--- src/rtl/memory_bus_arbiter.sv ---
// ---------------------------------------------------------------------------
// memory_bus_arbiter
//
// Shares one external memory bus between the CPU core and a secondary master
// (DMA/loader). Each access runs IDLE -> ACCESS -> DONE -> IDLE. ACCESS lasts
// WAIT_STATES+1 cycles, so the memory strobes are high for that long. The
// core is stalled until its own access reaches DONE.
//
// Ports
//   clk        system clock, all state on rising edge
//   rst_n      asynchronous active-low reset
//   cpu_addr   core address
//   cpu_dout   core write data
//   cpu_rd     core read request (level, held until cpu_stall low)
//   cpu_wr     core write request (level, held until cpu_stall low)
//   cpu_din    read data returned to the core (registered)
//   cpu_stall  hold core phase decoder (combinational)
//   dma_req    secondary master request (level, held until dma_ack)
//   dma_we     secondary direction, 1 = write
//   dma_addr   secondary address
//   dma_dout   secondary write data
//   dma_gnt    bus currently owned by the secondary master
//   dma_ack    one-cycle completion pulse for the secondary master
//   dma_din    read data returned to the secondary master (registered)
//   mem_addr   memory address (registered)
//   mem_dout   memory write data (registered)
//   mem_din    memory read data
//   mem_rd     memory read strobe (registered)
//   mem_wr     memory write strobe (registered)
// ---------------------------------------------------------------------------
module memory_bus_arbiter #(
    parameter int ADDR_W      = 16,
    parameter int DATA_W      = 16,
    parameter int WAIT_STATES = 1
) (
    input  logic              clk,
    input  logic              rst_n,
    input  logic [ADDR_W-1:0] cpu_addr,
    input  logic [DATA_W-1:0] cpu_dout,
    input  logic              cpu_rd,
    input  logic              cpu_wr,
    output logic [DATA_W-1:0] cpu_din,
    output logic              cpu_stall,
    input  logic              dma_req,
    input  logic              dma_we,
    input  logic [ADDR_W-1:0] dma_addr,
    input  logic [DATA_W-1:0] dma_dout,
    output logic              dma_gnt,
    output logic              dma_ack,
    output logic [DATA_W-1:0] dma_din,
    output logic [ADDR_W-1:0] mem_addr,
    output logic [DATA_W-1:0] mem_dout,
    input  logic [DATA_W-1:0] mem_din,
    output logic              mem_rd,
    output logic              mem_wr
);

    typedef enum logic [1:0] {
        ST_IDLE   = 2'd0,
        ST_ACCESS = 2'd1,
        ST_DONE   = 2'd2
    } state_t;

    localparam logic OWNER_CPU = 1'b0;
    localparam logic OWNER_DMA = 1'b1;

    // Legal range is 0..15, so four bits always hold the wait count.
    localparam logic [3:0] WAIT_INIT = 4'(WAIT_STATES);

    state_t            state_reg, state_next;
    logic              owner_reg, owner_next;
    logic              last_owner_reg, last_owner_next;
    logic [3:0]        cnt_reg, cnt_next;
    logic [ADDR_W-1:0] mem_addr_reg, mem_addr_next;
    logic [DATA_W-1:0] mem_dout_reg, mem_dout_next;
    logic              mem_rd_reg, mem_rd_next;
    logic              mem_wr_reg, mem_wr_next;
    logic [DATA_W-1:0] cpu_din_reg, cpu_din_next;
    logic [DATA_W-1:0] dma_din_reg, dma_din_next;

    logic cpu_req;
    logic pick_dma;

    assign cpu_req = cpu_rd | cpu_wr;

    // State register
    always_ff @(posedge clk or negedge rst_n) begin
        if (!rst_n) begin
            state_reg      <= ST_IDLE;
            owner_reg      <= OWNER_CPU;
            last_owner_reg <= OWNER_DMA;   // so the CPU wins the first tie
            cnt_reg        <= '0;
            mem_addr_reg   <= '0;
            mem_dout_reg   <= '0;
            mem_rd_reg     <= 1'b0;
            mem_wr_reg     <= 1'b0;
            cpu_din_reg    <= '0;
            dma_din_reg    <= '0;
        end else begin
            state_reg      <= state_next;
            owner_reg      <= owner_next;
            last_owner_reg <= last_owner_next;
            cnt_reg        <= cnt_next;
            mem_addr_reg   <= mem_addr_next;
            mem_dout_reg   <= mem_dout_next;
            mem_rd_reg     <= mem_rd_next;
            mem_wr_reg     <= mem_wr_next;
            cpu_din_reg    <= cpu_din_next;
            dma_din_reg    <= dma_din_next;
        end
    end

    // Next-state logic
    always_comb begin
        state_next      = state_reg;
        owner_next      = owner_reg;
        last_owner_next = last_owner_reg;
        cnt_next        = cnt_reg;
        mem_addr_next   = mem_addr_reg;
        mem_dout_next   = mem_dout_reg;
        mem_rd_next     = mem_rd_reg;
        mem_wr_next     = mem_wr_reg;
        cpu_din_next    = cpu_din_reg;
        dma_din_next    = dma_din_reg;
        pick_dma        = 1'b0;

        case (state_reg)
            ST_IDLE: begin
                if (cpu_req || dma_req) begin
                    // On a tie, the master that did not go last is served.
                    if (cpu_req && dma_req) begin
                        pick_dma = (last_owner_reg == OWNER_CPU);
                    end else begin
                        pick_dma = dma_req;
                    end
                    owner_next = pick_dma ? OWNER_DMA : OWNER_CPU;
                    state_next = ST_ACCESS;
                    cnt_next   = WAIT_INIT;
                    if (pick_dma) begin
                        mem_addr_next = dma_addr;
                        mem_dout_next = dma_dout;
                        mem_wr_next   = dma_we;
                        mem_rd_next   = !dma_we;
                    end else begin
                        // A write wins when the core raises both strobes.
                        mem_addr_next = cpu_addr;
                        mem_dout_next = cpu_dout;
                        mem_wr_next   = cpu_wr;
                        mem_rd_next   = !cpu_wr;
                    end
                end
            end

            ST_ACCESS: begin
                if (cnt_reg != 4'd0) begin
                    cnt_next = cnt_reg - 4'd1;
                end else begin
                    state_next  = ST_DONE;
                    mem_rd_next = 1'b0;
                    mem_wr_next = 1'b0;
                    if (mem_rd_reg) begin
                        if (owner_reg == OWNER_DMA) begin
                            dma_din_next = mem_din;
                        end else begin
                            cpu_din_next = mem_din;
                        end
                    end
                end
            end

            ST_DONE: begin
                // No new grant here; the next request is taken from IDLE.
                last_owner_next = owner_reg;
                state_next      = ST_IDLE;
            end

            default: begin
                state_next = ST_IDLE;
            end
        endcase
    end

    // Outputs
    assign mem_addr  = mem_addr_reg;
    assign mem_dout  = mem_dout_reg;
    assign mem_rd    = mem_rd_reg;
    assign mem_wr    = mem_wr_reg;
    assign cpu_din   = cpu_din_reg;
    assign dma_din   = dma_din_reg;

    assign cpu_stall = cpu_req && !((state_reg == ST_DONE) && (owner_reg == OWNER_CPU));
    assign dma_gnt   = (state_reg != ST_IDLE) && (owner_reg == OWNER_DMA);
    assign dma_ack   = (state_reg == ST_DONE) && (owner_reg == OWNER_DMA);

endmodule

--- config.mk ---
export PLATFORM = sky130hd
export DESIGN_NAME = memory_bus_arbiter
export DESIGN_NICKNAME = d
export VERILOG_FILES = /design/src/rtl/memory_bus_arbiter.sv
export SDC_FILE = /design/constraint.sdc
export NUM_CORES = 1
export LEC_CHECK = 0
export ABC_AREA = 1
export BUFFER_PORTS_ARGS = -buffer_cell sky130_fd_sc_hd__buf_2
export CORE_ASPECT_RATIO = 0.7
export CORE_MARGIN = 1.5
export CORE_UTILIZATION = 42
export CTS_CLUSTER_DIAMETER = 100
export DETAILED_ROUTE_END_ITERATION = 10
export PLACE_DENSITY_LB_ADDON = 0.15
export SLEW_MARGIN = 20
export SYNTH_ARGS = -nofsm -noshare
export SYNTH_HDL_FRONTEND = slang
export SYNTH_SLANG_ARGS = --single-unit
--- constraint.sdc ---
create_clock -name clk -period 1.2 [get_ports clk]
set_input_delay 0.24 -clock clk [delete_from_list [all_inputs] [get_ports clk]]
set_output_delay 0.24 -clock clk [all_outputs]
set_load 0.05 [all_outputs]
# --- Word level (Yosys, flattened, before mapping) ---
# Cells that the tools add are included.
word_totals:
  elab_cells: 58
  regBits: 74
  input_bits: 86
op_classes:
  n_reduce_logical: 19
  n_eq_ne: 5
  n_bitwise: 4
  muxes: 19
  addsub: 1
op_table:
  columns: ["op", "n"]
  rows:
  - ["2-to-1 mux 16 bit", 2]
  - ["2-to-1 mux 1 bit", 9]
  - ["2-to-1 mux 4 bit", 2]
  - ["one-hot mux 4 bit (2 select lines)", 1]
  - ["AND reduction 4 bit", 2]
  - ["!= test 2 bit, second input constant", 3]
  - ["AND reduction 3 bit", 2]
  - ["logical AND 1 bit", 5]
  - ["2-to-1 mux 2 bit", 2]
  - ["one-hot mux 1 bit (2 select lines)", 2]
  - ["one-hot mux 2 bit (2 select lines)", 1]
  - ["AND reduction 2 bit", 2]
  - ["nonzero test 2 bit", 2]
  - ["nonzero test 4 bit", 1]
  - ["subtractor 4 x 1 -> 4 bit, second input constant", 1]
  - ["logical NOT 1 bit", 3]
  - ["NOT 1 bit", 3]
  - ["== test 2 x 1 -> 1 bit, second input constant", 1]
  - ["== test 2 bit, second input constant", 1]
  - ["logical NOT 2 bit", 1]
  - ["logical OR 1 bit", 1]
  - ["OR 1 bit", 1]

# --- Depth between registers and ports, before layout ---
logic_depth:
  word_depth: 8
  mapped_depth: 9

# --- Worst setup path after synthesis ---
# No wires, ideal clock.
synth_path:
  path_type: "register to output"
  startpoint: "register state_reg[0]"
  endpoint: "output dma_ack"
  path_buffers: 0
  path_slack_ns: -0.185
  stages_incl_launch_ff: 4
  arrival_ns: 1.145
  path_cell_list: "dfrtp_1 inv_1 nand2_1 nor2_1"
synth_via:
  elab_chain_len: 2
synth_lines:
  columns: ["item", "line_no", "rtl"]
  rows:
  - ["start, declared", "70", "state_t state_reg, state_next;"]
  - ["start signal, assigned", "100", "state_reg <= state_next;"]
  - ["== test 2 bit", "193", "assign dma_ack = (state_reg == ST_DONE) && (owner_reg == OWNER_DMA);"]
  - ["logical AND 1 bit", "193", null]
  - ["end, declared", "49", "output logic dma_ack,"]
# No other way between the ends.

# --- Worst setup path in the final report ---
layout_path:
  startpoint: "register state_reg[1]"
  endpoint: "output dma_gnt"
layout_via:
  elab_chain_len: 2
layout_lines:
  columns: ["item", "line_no", "rtl"]
  rows:
  - ["nonzero test 2 bit", "192", "assign dma_gnt = (state_reg != ST_IDLE) && (owner_reg == OWNER_DMA);"]
  - ["logical AND 1 bit", "192", null]
  - ["end, declared", "48", "output logic dma_gnt,"]
# No other way between the ends.

==> results.yml <==
outcome:
  outcome: "complete, but fails checks"
  violations: "negative setup slack"
sta:
  hold_slack_ns: 0.155
  fin_setup_tns_ns: -6.01
  setup_viol: 72
  max_freq_mhz: 681
  clock-skew-final_ns: 0.00841
  maxSlewViolCount: 0
  finalHoldViolations: 0
  fin_crit_sh_pct: 122
  post-route-worst-setup-slack_ns: -0.268
  slew_headroom_pct: 72.3
  worst_slew_pin_slew_ns: 0.416
  period_minus_slack_ns: 1.47
  grt_setup_unrepaired: "yes"
placement:
  dpl.hpwl_um: 6470
  io_buffers: 154
  gp_congestion: 0.815
worst_setup_path:
  end_kind: "output port"
  cp.arrival_ns: 1.23
  crit_fanout: 3
  cp.required_ns: 0.96
  path_class: "flop to output port"
  start_kind: "flop"
synthesis:
  synth_top_area_share_pct: 53.3
  ys_types: 24
  syn_inst: 430
  syn_nets: 518
  yosysSeqAreaShare_pct: 54.1
  syn-cell-area_um2: 3420
  synth_warnings: 0
  syn_avg_cell_area_um2: 7.96
  synth_seq_cells: 74
  synth-compound-area-share_pct: 6.65
  yosys.area_share.simple_pct: 30.8
  synthAdderAreaFrac_pct: 0.731
  yosys-mux-area-fraction_pct: 0
  netlist_top_cells_area: "dfrtp_1 (53%), nand2_1 (22%), nand3_1 (5.4%), o21ai_0 (3.5%), inv_1 (2.8%)"
  yosysTopAreaCell: "dfrtp_1"
  synth_xor_area_share_pct: 0.256
  synth_top_family_by_area: "simple AND/OR/NAND/NOR gates"
grt:
  grt_max_degree: 33
  globalRouteOverflowTotal: 0
  grt_util_met1_pct: 28.2
  grt_pass1_vias: 3186
  top_usage_layer: "met2"
  antenna_found_initial: 0
  grt.met2_usage_pct: 34.8
  grt.total_usage_pct: 21.4
  grt_pass1_wl_um: 14900
  grt_use_met3_pct: 5.64
clock_tree:
  clk_latency_ns: 0.33
  htreeDepth: 3
  cts_max_path_buffers: 2
  clk_pin_slew_ns: 0.06
  cts_root_buf: "clkbuf_16"
  cts_buffers: 9
  cts_tree: "yes"
  clock_sinks: 74
finish:
  final_common_cell: "nand2_1"
  final_cell_mix: "nand2_1 (150), buf_2 (86), dfrtp_1 (72), buf_4 (54), nand2_2 (36)"
  seq_area_um2: 1850
  final.fill_count: 588
  multi_input_area_um2: 1670
  layout-drive-gt1-share_pct: 48.1
  nets: 701
  diodes: 0
  areaGrowthSynthToFinish_pct: 64.3
min_path:
  hp-class: "input pin to flop"
floorplan:
  die_w_um: 111
  initial_utilization_pct: 43.5
  pin_count: 155
  dieArea_um2: 8710
  core-area_um2: 7870
  rows: 27
  chipHeight_um: 78.6
route:
  vias: 3443
  ant_nets: 0
  routedWlPerCell_um: 14.1
  drtPass1Iterations: 4
  vias_per_cell: 4.79
  drtIter0Drc: 151
  drc: 0
  wl_um: 10100
power:
  powerDensity_nw_per_um2: 3340
  leakagePower_nw: 3.10
  max-vdd-ir-drop_mv: 1.64
flow_run:
  maxCapViolations: 0
## cells by family (layout without fill, tap and decap cells)
kind of cell,after synthesis,count (layout)
xor+xnor,1,1
buf+inv,51,239
compound gates,43,43
simple gates,259,259
flops,74,74
fa+ha+maj,2,2
## Yosys cell counts (all sizes together)
cell type and n:
nand2 207, dfrtp 73, nand3 37, o21ai 37, inv 28, buf 19
nor2 12, a21oi 5, clkbuf 4, ha 2, nand4 2, dfstp 1
nor3 1, o22ai 1, xor2 1
## layout make-up
class	instances	share of cell area, %
Multi-Input combinational cell	305	29.7
Sequential cell	74	33.0
Clock buffer	9	4.00
Inverter	28	2.09
Clock inverter	7	2.22
Timing Repair Buffer	195	26.7
Tap cell	101	2.25
## what timing repair did
item / in CTS / in global routing
resized for setup: 48 / 156
endpoints found under the hold margin: 23 / 0
buffers inserted: 1 / 9
setup endpoints to repair: 76 / 117
hold buffers: 1 / 0
cloned: 0 / 5
pin swaps: 2 / 36
## report_power, final
group / switching, mW / internal (mW) / total [mW]
Sequential: 0.792 / 3.75 / 4.54
Clock: 1.09 / 2.05 / 3.13
Combinational: 7.30 / 3.82 / 11.1
## per-stage QoR
stage | utilization [%] | power (mW) | cell area [um2] | worst slack (ns) | std cells
3_3_place_gp | 57.0 | 13.4 | 4490 | -0.0265 | 688
3_5_place_dp | 57.0 | 13.5 | 4490 | -0.0698 | 688
5_1_grt | 71.5 | 19.8 | 5630 | -0.317 | 719
6_report | 71.5 | 18.8 | 5630 | -0.268 | 719
2_1_floorplan | - | 11.0 | 3450 | 0.00122 | 430
4_1_cts | 63.4 | 17.2 | 4990 | -0.239 | 706
## worst max-delay path, stage by stage (launching register included)
cell and delay (ns):
dfrtp_1 0.42, nor2_2 0.16, buf_4 0.14, nor2_4 0.03, buf_6 0.15
## path summary, 6_finish.rpt
check,startpoint,end,slack (ns),depth (start not counted)
worst min register to register,mem_dout[2],mem_dout[2],0.47,2
worst min-delay path,mem_din[8],dma_din[8],0.16,3
worst max register to register,last_owner_reg,mem_addr[11],-0.12,7
min in group asynchronous,rst_n,mem_dout[4],0.40,2
worst max-delay path,state_reg[1],dma_gnt,-0.27,4
max in group asynchronous,rst_n,mem_dout[3],0.32,3
## routing by layer
layer | wire (um) | up-vias
li1 | - | 1713
met1 | 4470 | 1601
met2 | 4960 | 119
met3 | 591 | 10
met4 | 104 | 0
met5 | 0 | -
(Power assumes the default switching activity.)
